<file path="config.mk">
export PLATFORM = sky130hd
export DESIGN_NAME = slurm16_reset_sequencer
export DESIGN_NICKNAME = d
export VERILOG_FILES = /design/src/rtl/slurm16_reset_sequencer_pkg.sv /design/src/rtl/slurm16_sync2.sv /design/src/rtl/slurm16_reset_sequencer.sv
export SDC_FILE = /design/constraint.sdc
export NUM_CORES = 1
export LEC_CHECK = 0
export BUFFER_PORTS_ARGS = -buffer_cell sky130_fd_sc_hd__buf_2
export CAP_MARGIN = 20
export CORE_MARGIN = 1
export CORE_UTILIZATION = 57
export DETAILED_ROUTE_END_ITERATION = 10
export PLACE_DENSITY = 0.73
export SYNTH_ARGS = -nofsm -noshare
export SYNTH_HDL_FRONTEND = slang
export SYNTH_HIERARCHICAL = 1
export SYNTH_SLANG_ARGS = --single-unit
</file>
<file path="constraint.sdc">
create_clock -name clk -period 2.8 [get_ports clk]
set_input_delay 0.42 -clock clk [delete_from_list [all_inputs] [get_ports clk]]
set_output_delay 0.42 -clock clk [all_outputs]
set_load 0.05 [all_outputs]
</file>
<file path="src/rtl/slurm16_reset_sequencer_pkg.sv">
// Shared encodings for the slurm16 reset sequencer: FSM state codes, reset-cause
// codes and a saturating increment for the reset counter.
package slurm16_reset_sequencer_pkg;

   localparam logic [2:0] S_RESET     = 3'd0;
   localparam logic [2:0] S_WAIT_LOCK = 3'd1;
   localparam logic [2:0] S_STABLE    = 3'd2;
   localparam logic [2:0] S_RUN       = 3'd3;
   localparam logic [2:0] S_HOLD      = 3'd4;

   localparam logic [1:0] CAUSE_POR       = 2'd0;
   localparam logic [1:0] CAUSE_LOCK_LOSS = 2'd1;
   localparam logic [1:0] CAUSE_SOFT      = 2'd2;
   localparam logic [1:0] CAUSE_WDT       = 2'd3;

   // Reset counter sticks at 255 rather than wrapping.
   function automatic logic [7:0] sat_inc8(input logic [7:0] v);
      return (v == 8'hFF) ? v : v + 8'd1;
   endfunction

endpackage

</file>
<file path="src/rtl/slurm16_sync2.sv">
// Generic 2-flop synchronizer with synchronous active-high reset.
module slurm16_sync2 (
   input  logic clk,
   input  logic rst,
   input  logic d,
   output logic q
);

   logic meta_q;
   logic sync_q;

   // Two back-to-back flops; only sync_q is safe to use in the clk domain.
   always_ff @(posedge clk) begin
      if (rst) begin
         meta_q <= 1'b0;
         sync_q <= 1'b0;
      end else begin
         meta_q <= d;
         sync_q <= meta_q;
      end
   end

   assign q = sync_q;

endmodule

</file>
<file path="src/rtl/slurm16_reset_sequencer.sv">
// Reset/boot sequencer between the PLL and the slurm16 core. Holds the core in
// reset until PLL lock has been stable long enough, re-resets on lock loss, soft
// request or watchdog, and records last cause plus a saturating reset count.
// Optional watchdog: define SLURM16_RSTSEQ_WDT_EN to build it.
module slurm16_reset_sequencer
   import slurm16_reset_sequencer_pkg::*;
#(
   parameter int unsigned LOCK_STABLE_CYCLES = 10000,
   parameter int unsigned HOLD_CYCLES        = 16,
   parameter int unsigned WDT_CYCLES         = 25125000,
   parameter int unsigned CNT_W              = 25
) (
   input  logic       clk,
   input  logic       RST,
   input  logic       pll_locked,
   input  logic       soft_reset_req,
   input  logic       wdt_kick,
   output logic       cpu_RSTb,
   output logic [2:0] state,
   output logic [1:0] rst_cause,
   output logic [7:0] reset_count
);

   localparam logic [CNT_W-1:0] StableLast = CNT_W'(LOCK_STABLE_CYCLES - 1);
   localparam logic [CNT_W-1:0] HoldLast   = CNT_W'(HOLD_CYCLES - 1);

   logic             lock_s;
   logic [2:0]       state_q, state_d;
   logic [CNT_W-1:0] cnt_q, cnt_d;
   logic [1:0]       cause_q, cause_d;
   logic [7:0]       count_q, count_d;
   logic             wdt_expire;

   slurm16_sync2 u_lock_sync (
      .clk (clk),
      .rst (RST),
      .d   (pll_locked),
      .q   (lock_s)
   );

`ifdef SLURM16_RSTSEQ_WDT_EN
   localparam logic [CNT_W-1:0] WdtLast = CNT_W'(WDT_CYCLES - 1);

   logic [CNT_W-1:0] wdt_cnt_q, wdt_cnt_d;

   // Kick on the terminal cycle suppresses expiry.
   assign wdt_expire = (state_q == S_RUN) && !wdt_kick && (wdt_cnt_q == WdtLast);

   // Counter only advances while running; any non-RUN cycle leaves it at zero.
   always_comb begin
      wdt_cnt_d = '0;
      if ((state_q == S_RUN) && !wdt_kick && !wdt_expire) begin
         wdt_cnt_d = wdt_cnt_q + CNT_W'(1);
      end
   end
`else
   logic unused_wdt;

   assign wdt_expire = 1'b0;
   assign unused_wdt = wdt_kick | (WDT_CYCLES == 32'd0);
`endif

   // Next-state logic for the FSM, the shared phase counter and cause/count.
   always_comb begin
      state_d = state_q;
      cnt_d   = cnt_q;
      cause_d = cause_q;
      count_d = count_q;
      case (state_q)
         S_RESET: begin
            state_d = S_WAIT_LOCK;
            cnt_d   = '0;
         end
         S_WAIT_LOCK: begin
            cnt_d = '0;
            if (lock_s) state_d = S_STABLE;
         end
         S_STABLE: begin
            if (!lock_s) begin
               state_d = S_WAIT_LOCK;
               cnt_d   = '0;
            end else if (cnt_q == StableLast) begin
               state_d = S_RUN;
               cnt_d   = '0;
            end else begin
               cnt_d = cnt_q + CNT_W'(1);
            end
         end
         S_RUN: begin
            cnt_d = '0;
            if (!lock_s) begin
               state_d = S_WAIT_LOCK;
               cause_d = CAUSE_LOCK_LOSS;
               count_d = sat_inc8(count_q);
            end else if (wdt_expire) begin
               state_d = S_HOLD;
               cause_d = CAUSE_WDT;
               count_d = sat_inc8(count_q);
            end else if (soft_reset_req) begin
               state_d = S_HOLD;
               cause_d = CAUSE_SOFT;
               count_d = sat_inc8(count_q);
            end
         end
         S_HOLD: begin
            // Lock loss aborts the hold but the soft/watchdog cause is kept.
            if (!lock_s) begin
               state_d = S_WAIT_LOCK;
               cnt_d   = '0;
            end else if (cnt_q == HoldLast) begin
               state_d = S_RUN;
               cnt_d   = '0;
            end else begin
               cnt_d = cnt_q + CNT_W'(1);
            end
         end
         default: begin
            state_d = S_RESET;
            cnt_d   = '0;
         end
      endcase
   end

   // All sequencer state, cleared synchronously by RST.
   always_ff @(posedge clk) begin
      if (RST) begin
         state_q   <= S_RESET;
         cnt_q     <= '0;
         cause_q   <= CAUSE_POR;
         count_q   <= 8'd0;
`ifdef SLURM16_RSTSEQ_WDT_EN
         wdt_cnt_q <= '0;
`endif
      end else begin
         state_q   <= state_d;
         cnt_q     <= cnt_d;
         cause_q   <= cause_d;
         count_q   <= count_d;
`ifdef SLURM16_RSTSEQ_WDT_EN
         wdt_cnt_q <= wdt_cnt_d;
`endif
      end
   end

   assign cpu_RSTb    = (state_q == S_RUN);
   assign state       = state_q;
   assign rst_cause   = cause_q;
   assign reset_count = count_q;

endmodule

</file>
==> reports/qor.csv, run 1 <==
stage;metric;value;unit
status;status;completed;
floorplan;core_area;0.00308;mm²
floorplan;initial_core_util;60.4;%
sta;max_freq;488;MHz
grt;grt_pass1_wl;6290;µm
cells_and_area;layout_common_cells;40 x dfxtp_1, 23 x nor2_1, 18 x a21oi_1, 17 x buf_2;
sta;hold_violations;0;
setup_path;r2r-end;cnt_q[17]$_SDFF_PP0_;
sta;skew;0.00755;ns
cells_and_area;nets;240;
cells_and_area;fillers;272;
power_and_ir_drop;totalPowerFinal;0.871;mW
cells_and_area;syn2layout_area_growth;8.14;%
grt;gr-total-overflow;0;
grt;grt_pass1_vias;1462;
clock_tree;clock-sinks;40;
synthesis;synth_area;0.00186;mm²
setup_path;startpoint_type;register;
sta;period_share;73.2;%
sta;period_needed;2.05;ns
sta;setup_viol;0;
synthesis;ys_seq_elements;40;
routing;ant_nets;0;
placed_design;io_buffers;17;
sta;fin_tns_setup;0;ns
setup_path;r2r_setup_slack;0.75;ns
floorplan;die_area;0.00349;mm²
synthesis;synth_nets;224;
routing;avgRoutedWirePerCell;13.9;µm
clock_tree;clk_latency;0.35;ns
clock_tree;clk_pin_slew;0.11;ns
floorplan;die_w;59.1;µm
routing;vias;1686;
clock_tree;cts_hold_buf;0;
power_and_ir_drop;ir_worst_vdd;0.213;mV
setup_path;critPathMaxFanout;11;
clock_tree;cts_setup_buffers;0;
routing;vias_per_cell;6.09;
synthesis;netlist_instances;217;
routing;finalWirelength;3850;µm
clock_tree;cts_buffer_depth;2;
sta;relSlewSlack;68.1;%
clock_tree;h-tree-depth;2;
setup_path;crit_arrival;2.33;ns
clock_tree;cts_tree;done;
run;maxCapViolations;0;
power_and_ir_drop;power_density;433;mW/mm²
placed_design;routabilityCongestion;0.766;
worst_hold_path;hp-class;primary input to register;
synthesis;syn_avg_cell_area;8.57;µm²
floorplan;row_count;20;
floorplan;dieHeight;59.1;µm
routing;drt_pass1_iterations;5;
sta;finalMaxSlewViolations;0;
synthesis;ys_seq_area_share;43.1;%
worst_hold_path;min_from;pll_locked;
power_and_ir_drop;p_leak;0.706;nW
sta;worstMarginPinSlew;0.478;ns
grt;antenna_found_initial;0;
routing;drc;0;
cells_and_area;drive_above_1_share;10.3;%
sta;rsz0062_at_grt;false;
clock_tree;cts_buffers;5;
setup_path;endpoint_kind;register;
grt;gr-usage-all-layers;24.2;%
cells_and_area;final_common_cell;dfxtp_1;
setup_path;criticalPathCategory;register to register;
routing;first_iter_violations;131;
floorplan;ioPinCount;19;
placed_design;dp_hpwl;2700;µm
clock_tree;cts.repair.resized;0;
synthesis;yosysWarnings;6;
synthesis;ys_types;35;
cells_and_area;num_antenna_cells;0;
setup_path;worstRegToRegCells;4;
worst_hold_path;min_to;u_lock_sync/meta_q$_SDFF_PP0_;
setup_path;r2r_start;cnt_q[5]$_SDFF_PP0_;
clock_tree;cts-root-buf;clkbuf_4;
grt;grt_max_degree;26;
worst_hold_path;min_path_cells;2;
setup_path;worstPathRequired;3.08;ns
-- cell usage after synthesis, drive strengths merged --
library cell / instances / area share (%)
a21oi: 18 / 4.8
a221o: 1 / 0.54
a222oi: 1 / 0.54
a22oi: 1 / 0.40
a311oi: 1 / 0.47
a41oi: 1 / 0.47
and2: 2 / 0.67
and3: 7 / 2.4
and3b: 1 / 0.47
and4: 5 / 2.4
buf: 3 / 1.1
clkbuf: 6 / 1.2
dfxtp: 40 / 43
ha: 2 / 1.3
inv: 3 / 0.61
mux2i: 1 / 0.54
nand2: 11 / 2.2
nand2b: 3 / 1.0
nand3: 13 / 3.5
nand4: 10 / 3.4
nor2: 23 / 4.6
nor2b: 6 / 2.0
nor3: 2 / 0.54
nor3b: 2 / 0.81
nor4: 4 / 1.3
o2111ai: 2 / 0.94
o211ai: 1 / 0.40
o21ai: 10 / 2.7
o31ai: 5 / 2.0
o32ai: 1 / 0.47
or3: 9 / 3.0
or4: 5 / 2.0
xnor2: 4 / 1.9
xor2: 13 / 6.1
-- worst max path at each step --
| stage | cells after the start | from | to |
|---|---|---|---|
| finish | 4 | cnt_q[5]$_SDFF_PP0_ | cnt_q[17]$_SDFF_PP0_ |
| global route | 4 | cnt_q[5]$_SDFF_PP0_ | cnt_q[17]$_SDFF_PP0_ |
| CTS | 4 | cnt_q[5]$_SDFF_PP0_ | cnt_q[17]$_SDFF_PP0_ |
| detailed placement | 4 | cnt_q[5]$_SDFF_PP0_ | cnt_q[17]$_SDFF_PP0_ |
| global placement | 6 | cnt_q[0]$_SDFF_PP0_ | cnt_q[12]$_SDFF_PP0_ |
| floorplan | 5 | state[0]$_SDFFE_PP0P_ | reset_count[7]$_SDFFE_PP0P_ |
-- flip-flops by register name, indices dropped and copies added (netlist names) --
register	cells
state	3
reset_count	8
cnt_q	25
u_lock_sync/q	1
u_lock_sync/meta_q	1
rst_cause	2
-- cells by family (layout without fill, tap and decap cells) --
kind of cell,Yosys count,after routing,share of synthesized area (%)
buffers and inverters,12,28,2.89
DFF,40,40,43.1
and+or+nand+nor,103,103,30.3
muxes,1,1,0.538
xor gates and xnor gates,17,17,8.01
AOI/OAI and AO/OA,42,42,13.8
adders and majority gates,2,2,1.35
-- layer usage --
layer,global-route usage (%),wire length (µm),up-vias
met5,0,0,-
met4,10.2,57,0
met3,6.99,177,7
met2,41.9,1950,44
met1,27.7,1670,805
li1,-,-,830
-- per-stage QoR --
step | hold slack (ns) | utilization [%] | area, µm² | setup slack (ns) | std cells
6_report | 0.314 | 65.3 | 2010 | 0.750 | 277
3_3_place_gp | 0.429 | 63.8 | 1960 | 0.876 | 270
4_1_cts | 0.305 | 65.3 | 2010 | 0.769 | 277
3_5_place_dp | 0.438 | 63.8 | 1960 | 0.798 | 270
2_1_floorplan | 0.414 | - | 1860 | 0.293 | 217
5_1_grt | 0.286 | 65.3 | 2010 | 0.610 | 277
-- layout make-up --
type / count / area [µm²] / area share, %
clock buffer: 6 / 41.3 / 2.05
clock inverter: 1 / 5.00 / 0.249
inverter: 3 / 11.3 / 0.560
multi-input combinational: 165 / 1000 / 50.0
sequential: 40 / 801 / 39.8
tap: 44 / 55.1 / 2.74
timing repair buffer: 18 / 92.6 / 4.60
-- worst max-delay path, stage by stage, from the launching register on --
cell and delay [ns]:
dfxtp_1 0.44, and4_1 0.36, nand3_1 0.37, or4_1 0.63
a21oi_1 0.18
-- power by group --
part / internal (mW) / leakage (nW) / switching, mW
Clock: 0.0926 / 0.0281 / 0.180
Combinational: 0.00703 / 0.355 / 0.0152
Sequential: 0.572 / 0.323 / 0.00400
Total: 0.671 / 0.706 / 0.199
Power figures use the tool's default switching activity.
==> run 2: changes to the inputs <==
Settings changed: CORE_UTILIZATION 57 to 52, PLACE_DENSITY 0.73 to 0.71.
Clock period 2.8 ns to 1.75 ns, I/O delays scaled along.
==> run 2 against run 1 <==
  * Setup slack got worse by 0.72 ns
  * Fmax rose by 19%
  * Cell area rose by 23%
  * First-iteration DRC count rose by 27%
  * Register-to-register slack got worse by 0.72 ns
  * Sequential share of layout area fell by 6.7 points
  * Flip-flop and latch count did not move
  * Die area rose by 9.3%
  * Utilization rose by 7.5 points
  * Via count rose by 6.4%
  * Clock skew rose by 0.0051 ns
  * Power rose by 66%
  * Largest cell class unchanged
  * Largest power group unchanged
==> reports/qor.csv, run 2 (synthesized netlist as in run 1, its figures left out) <==
stage;metric;value;unit;change
floorplan;initial_core_util;54.9;%;was 60.4%
routing;finalWirelength;4580;µm;was 3850 µm
run;maxCapViolations;0;;unchanged
cells_and_area;fillers;249;;was 272
setup_path;crit_family;compound AO/OA/AOI/OAI gates;;was simple AND/OR/NAND/NOR gates
grt;gr-usage-all-layers;24.4;%;was 24.2%
sta;period_needed;1.72;ns;was 2.05 ns
routing;drt_pass1_iterations;4;;was 5
power_and_ir_drop;totalPowerFinal;1.45;mW;was 0.871 mW
cells_and_area;regArea;817;µm²;was 801 µm²
clock_tree;clk_pin_slew;0.12;ns;was 0.11 ns
setup_path;endpoint_kind;register;;unchanged
setup_path;crit_path_top_delay_cell;dfxtp_4;;was or4_1
placed_design;dp_hpwl;2920;µm;was 2700 µm
power_and_ir_drop;ir_worst_vdd;0.464;mV;was 0.213 mV
setup_path;startpoint_type;register;;unchanged
cells_and_area;largest_register;cnt_q;;unchanged
sta;skew;0.0127;ns;was 0.00755 ns
setup_path;cp_num_buf_inv;2;;was 0
routing;avgRoutedWirePerCell;14.9;µm;was 13.9 µm
sta;period_share;98.4;%;was 73.2%
clock_tree;cts_buffers;5;;unchanged
clock_tree;h-tree-depth;2;;unchanged
setup_path;critPathMaxFanout;9;;was 11
clock_tree;cts_tree;done;;unchanged
grt;antenna_found_initial;0;;unchanged
cells_and_area;nets;268;;was 240
placed_design;io_buffers;17;;unchanged
setup_path;worstPathRequired;1.97;ns;was 3.08 ns
sta;relSlewSlack;72.7;%;was 68.1%
setup_path;criticalPathCategory;register to register;;unchanged
cells_and_area;num_antenna_cells;0;;unchanged
sta;setup_viol;0;;unchanged
sta;hold_violations;0;;unchanged
cells_and_area;drive_above_1_share;33.2;%;was 10.3%
routing;vias;1794;;was 1686
setup_path;crit_arrival;1.95;ns;was 2.33 ns
setup_path;max_stage_delay;0.40;ns;was 0.63 ns
power_and_ir_drop;power_density;586;mW/mm²;was 433 mW/mm²
routing;drc;0;;unchanged
worst_hold_path;min_path_cells;2;;unchanged
cells_and_area;multi_input_area;0.00116;mm²;was 0.00100 mm²
power_and_ir_drop;p_leak;0.900;nW;was 0.706 nW
cells_and_area;layout.cells.non_filler;308;;was 277
cells_and_area;syn2layout_area_growth;32.7;%;was 8.14%
worst_hold_path;hp-class;primary input to register;;unchanged
routing;vias_per_cell;5.82;;was 6.09
sta;worstMarginPinSlew;0.409;ns;was 0.478 ns
clock_tree;clk_latency;0.34;ns;was 0.35 ns
routing;ant_nets;0;;unchanged
cells_and_area;layout_common_cells;31 x dfxtp_1, 25 x buf_4, 16 x buf_2, 13 x xor2_1, 13 x nor2_1;;was 40 x dfxtp_1, 23 x nor2_1, 18 x a21oi_1, 17 x buf_2
cells_and_area;largest_reg_flops;25;;unchanged
grt;grt_pass1_wl;6870;µm;was 6290 µm
setup_path;worstRegToRegCells;6;;was 4
floorplan;row_count;21;;was 20
floorplan;ioPinCount;19;;unchanged
cells_and_area;final_common_cell;dfxtp_1;;unchanged
grt;grt_pass1_vias;1623;;was 1462
clock_tree;clock-sinks;40;;unchanged
floorplan;dieHeight;61.8;µm;was 59.1 µm
status;status;completed;;unchanged
floorplan;die_area;0.00382;mm²;was 0.00349 mm²
clock_tree;cts_buffer_depth;2;;unchanged
sta;max_freq;581;MHz;was 488 MHz
setup_path;crit_cells;6;;was 4
placed_design;dp.cells;291;;was 270
placed_design;routabilityCongestion;0.802;;was 0.766
setup_path;crit_chain;xnor2_1 > a41oi_4 > a222oi_1 > buf_4 > clkbuf_16 > a21oi_1;;was and4_1 > nand3_1 > or4_1 > a21oi_1
grt;gr-total-overflow;0;;unchanged
grt;grt_max_degree;14;;was 26
routing;first_iter_violations;166;;was 131
sta;finalMaxSlewViolations;0;;unchanged
floorplan;die_w;61.8;µm;was 59.1 µm
sta;rsz0062_at_grt;true;;was false
floorplan;core_area;0.00339;mm²;was 0.00308 mm²
sta;holdWs;0.134;ns;was 0.314 ns
clock_tree;cts-root-buf;clkbuf_4;;unchanged
cells_and_area;fin_util;72.8;%;was 65.3%
[run 2: path summary, 6_finish.rpt]
check,from,slack (ns),end
setup / recovery,state[2]$_SDFFE_PP0P_,0.03,cnt_q[21]$_SDFF_PP0_
hold / removal,pll_locked,0.13,u_lock_sync/meta_q$_SDFF_PP0_
setup reg to reg,state[2]$_SDFFE_PP0P_,0.03,cnt_q[21]$_SDFF_PP0_
hold reg to reg,u_lock_sync/meta_q$_SDFF_PP0_,0.46,u_lock_sync/q$_SDFF_PP0_
[run 2: through the flow]
| step | instance area [µm²] | setup slack [ns] | setup TNS, ns |
|---|---|---|---|
| final | 2470 | 0.0286 | 0 |
| after global routing | 2470 | -0.0605 | -1.23 |
| after CTS | 2280 | -0.00279 | -0.00291 |
| after detailed placement | 2160 | -0.00217 | -0.00217 |
| after global placement | 2160 | 0.0290 | 0 |
| after floorplan | 1930 | -0.142 | -2.71 |
[run 2: area by class of cell]
class                      count  area share, %
inverter                       3          0.456
timing repair buffer          46           14.6
tap                           46           2.33
multi-input combinational    165           47.1
clock buffer                   8           2.38
sequential                    40           33.1
[run 2: report_power, final]
group / internal (mW) / total [mW] / switching [mW] / leakage (nW)
Clock: 0.199 / 0.486 / 0.287 / 0.0326
Sequential: 0.912 / 0.918 / 0.00618 / 0.328
Combinational: 0.0149 / 0.0408 / 0.0259 / 0.540
[run 2: repair_timing]
item | in CTS | in global routing
setup endpoints to repair | 23 | 27
pin swaps | 1 | 6
endpoints found under the hold margin | 0 | 0
gates resized for setup | 7 | 32
gates cloned | 1 | 2
buffers inserted | 4 | 2
hold buffers | 0 | 0
[run 2: per-layer routing]
layer | vias up | GRT usage, % | routed length (µm)
met5 | - | 0 | 0
met4 | 0 | 8.25 | 66
met3 | 9 | 4.35 | 188
met2 | 54 | 45.2 | 2350
met1 | 843 | 28.2 | 1980
li1 | 888 | - | -
==> run 3: changes to the inputs <==
Settings changed: CORE_MARGIN 1 to 5.
==> run 3 against run 2 <==
  * The flow now finishes with violations (setup timing)
  * Cell area rose by 0.96%
  * First-iteration DRC count down 6.0%
  * Fmax decreased by 4.7%
  * Clock power rose by 41%
  * Global-route usage decreased by 4.4 points
  * Routed wire length increased by 8.5%
  * Non-clock buffer count rose by 1
  * Setup slack worse by 0.084 ns
  * Clock skew is essentially flat
  * Critical endpoint is now cnt_q[17]$_SDFF_PP0_
  * Largest power group unchanged
  * Highest routed layer unchanged
==> reports/qor.csv, run 3 (synthesized netlist as in run 1, its figures left out) <==
stage;metric;value;unit;change
sta;setup_ws;-0.0554;ns;was 0.0286 ns
cells_and_area;num_antenna_cells;0;;unchanged
setup_path;crit_chain;and4_1 > buf_4 > nand2_1 > or4_1 > a21oi_2;;was xnor2_1 > a41oi_4 > a222oi_1 > buf_4 > clkbuf_16 > a21oi_1
setup_path;startpoint_type;register;;unchanged
power_and_ir_drop;totalPowerFinal;1.64;mW;was 1.45 mW
clock_tree;clk_pin_slew;0.12;ns;about the same
sta;hold_violations;0;;unchanged
sta;rsz0062_at_grt;true;;unchanged
floorplan;initial_core_util;54.9;%;unchanged
grt;grt_max_degree;14;;unchanged
floorplan;die_w;69.8;µm;was 61.8 µm
sta;relSlewSlack;76.0;%;was 72.7%
status;status;complete, but fails checks;;was completed
power_and_ir_drop;power_density;660;mW/mm²;was 586 mW/mm²
grt;grt_pass1_vias;1871;;was 1623
clock_tree;cts-root-buf;clkbuf_4;;unchanged
grt;grt_pass1_wl;8030;µm;was 6870 µm
cells_and_area;layout.cells.non_filler;309;;was 308
routing;vias_per_cell;6.05;;was 5.82
status;violations;setup timing;;
routing;finalWirelength;4970;µm;was 4580 µm
routing;drc;0;;unchanged
sta;max_freq;554;MHz;was 581 MHz
clock_tree;clock-sinks;40;;unchanged
sta;worstMarginPinSlew;0.357;ns;was 0.409 ns
setup_path;crit_arrival;2.09;ns;was 1.95 ns
sta;skew;0.0126;ns;was 0.0127 ns
floorplan;ioPinCount;19;;unchanged
cells_and_area;multi_input_area;0.00117;mm²;was 0.00116 mm²
clock_tree;cts_hold_buf;0;;unchanged
routing;ant_nets;0;;unchanged
power_and_ir_drop;p_leak;0.914;nW;was 0.900 nW
setup_path;endpoint_kind;register;;unchanged
sta;period_needed;1.81;ns;was 1.72 ns
clock_tree;cts_tree;done;;unchanged
worst_hold_path;hp-class;primary input to register;;unchanged
cells_and_area;largest_reg_flops;25;;unchanged
setup_path;worstPathRequired;2.04;ns;was 1.97 ns
run;maxCapViolations;0;;unchanged
cells_and_area;drive_above_1_share;35.7;%;was 33.2%
power_and_ir_drop;ir_worst_vdd;0.360;mV;was 0.464 mV
grt;gr-total-overflow;0;;unchanged
cells_and_area;layout_common_cells;31 x dfxtp_1, 27 x buf_4, 17 x buf_2, 14 x nor2_1, 13 x xor2_1;;was 31 x dfxtp_1, 25 x buf_4, 16 x buf_2, 13 x xor2_1, 13 x nor2_1
placed_design;io_buffers;17;;unchanged
sta;holdWs;0.130;ns;was 0.134 ns
setup_path;criticalPathCategory;register to register;;unchanged
placed_design;dp.cells;291;;unchanged
sta;setup_viol;19;;was 0
grt;antenna_found_initial;0;;unchanged
routing;vias;1870;;was 1794
cells_and_area;largest_register;cnt_q;;unchanged
clock_tree;cts_buffers;5;;unchanged
routing;avgRoutedWirePerCell;16.1;µm;was 14.9 µm
cells_and_area;syn2layout_area_growth;34.0;%;was 32.7%
floorplan;die_area;0.00487;mm²;was 0.00382 mm²
setup_path;max_stage_delay;0.54;ns;was 0.40 ns
floorplan;row_count;21;;unchanged
routing;first_iter_violations;156;;was 166
cells_and_area;fillers;257;;was 249
cells_and_area;nets;269;;was 268
setup_path;crit_path_top_delay_cell;or4_1;;was dfxtp_4
placed_design;routabilityCongestion;0.845;;was 0.802
placed_design;dp_hpwl;3060;µm;was 2920 µm
grt;gr-usage-all-layers;20.0;%;was 24.4%
floorplan;core_area;0.00339;mm²;unchanged
floorplan;dieHeight;69.8;µm;was 61.8 µm
cells_and_area;regArea;817;µm²;unchanged
sta;finalMaxSlewViolations;0;;unchanged
cells_and_area;final_common_cell;dfxtp_1;;unchanged
clock_tree;clk_latency;0.35;ns;was 0.34 ns
clock_tree;h-tree-depth;2;;unchanged
routing;drt_pass1_iterations;4;;unchanged
sta;period_share;103;%;was 98.4%
setup_path;critPathMaxFanout;6;;was 9
clock_tree;cts_buffer_depth;2;;unchanged
## run 3: cell count changes in the layout (fill, tap and decap cells not counted), moves of 2 or more
cell	change
a21oi_1	-3
a21oi_2	+3
buf_4	+2
clkbuf_1	-2
nor2_2	+2
nor2_4	-3
## run 3: report_power, final
part	internal (mW)	leakage, nW	switching [mW]	total (mW)
Combinational	0.0150	0.534	0.0267	0.0416
Clock	0.379	0.0515	0.304	0.684
Sequential	0.912	0.328	0.00655	0.919
Total	1.31	0.914	0.338	1.64
## run 3: worst max-delay path, delay by kind of cell (launching register included)
family,cells,cell delay (ns)
AOI/OAI and AO/OA,1,0.14
and+or+nand+nor,3,0.99
buffers and inverters,1,0.15
DFF,1,0.46
## run 3: what timing repair did
item                       CTS  global route
resized for setup           16            26
cloned                       2             1
setup buffers                4             4
setup endpoints to repair   14            27
pin swaps                    2            11
## run 3: routing by layer
metal	vias up	routed length [µm]	share of wire, %	global-route usage, %
met1	900	2050	41	21.5
li1	890	-	-	-
met3	8	335	6.7	6.09
met5	-	0	0	0
met4	0	80	1.6	8.51
met2	72	2510	50	36.0
## run 3: path summary, 6_finish.rpt
path | start | end | slack (ns) | cells past startpoint
worst min-delay path | pll_locked | u_lock_sync/meta_q$_SDFF_PP0_ | 0.13 | 2
worst max-delay path | cnt_q[9]$_SDFF_PP0_ | cnt_q[17]$_SDFF_PP0_ | -0.06 | 5
worst min register to register | u_lock_sync/meta_q$_SDFF_PP0_ | u_lock_sync/q$_SDFF_PP0_ | 0.46 | 1
worst max register to register | cnt_q[9]$_SDFF_PP0_ | cnt_q[17]$_SDFF_PP0_ | -0.06 | 5
## run 3: final cells by class
cell class                      instances  share of cell area (%)
Multi-Input combinational cell        165                    46.9
Sequential cell                        40                    32.8
Timing Repair Buffer                   47                    13.8
Clock buffer                            7                    2.61
Tap cell                               46                    2.31
Clock inverter                          1                    1.21
Inverter                                3                   0.452
## run 3: through the flow
step | worst slack [ns] | instance area [µm²] | utilization (%) | TNS (ns)
finish | -0.0554 | 2490 | 73.5 | -0.755
global route | -0.156 | 2490 | 73.5 | -3.10
CTS | -0.000171 | 2360 | 69.7 | -0.000171
detailed placement | -0.00509 | 2160 | 63.9 | -0.00509
global placement | 0.0270 | 2160 | 63.9 | 0
floorplan | -0.142 | 1930 | - | -2.71
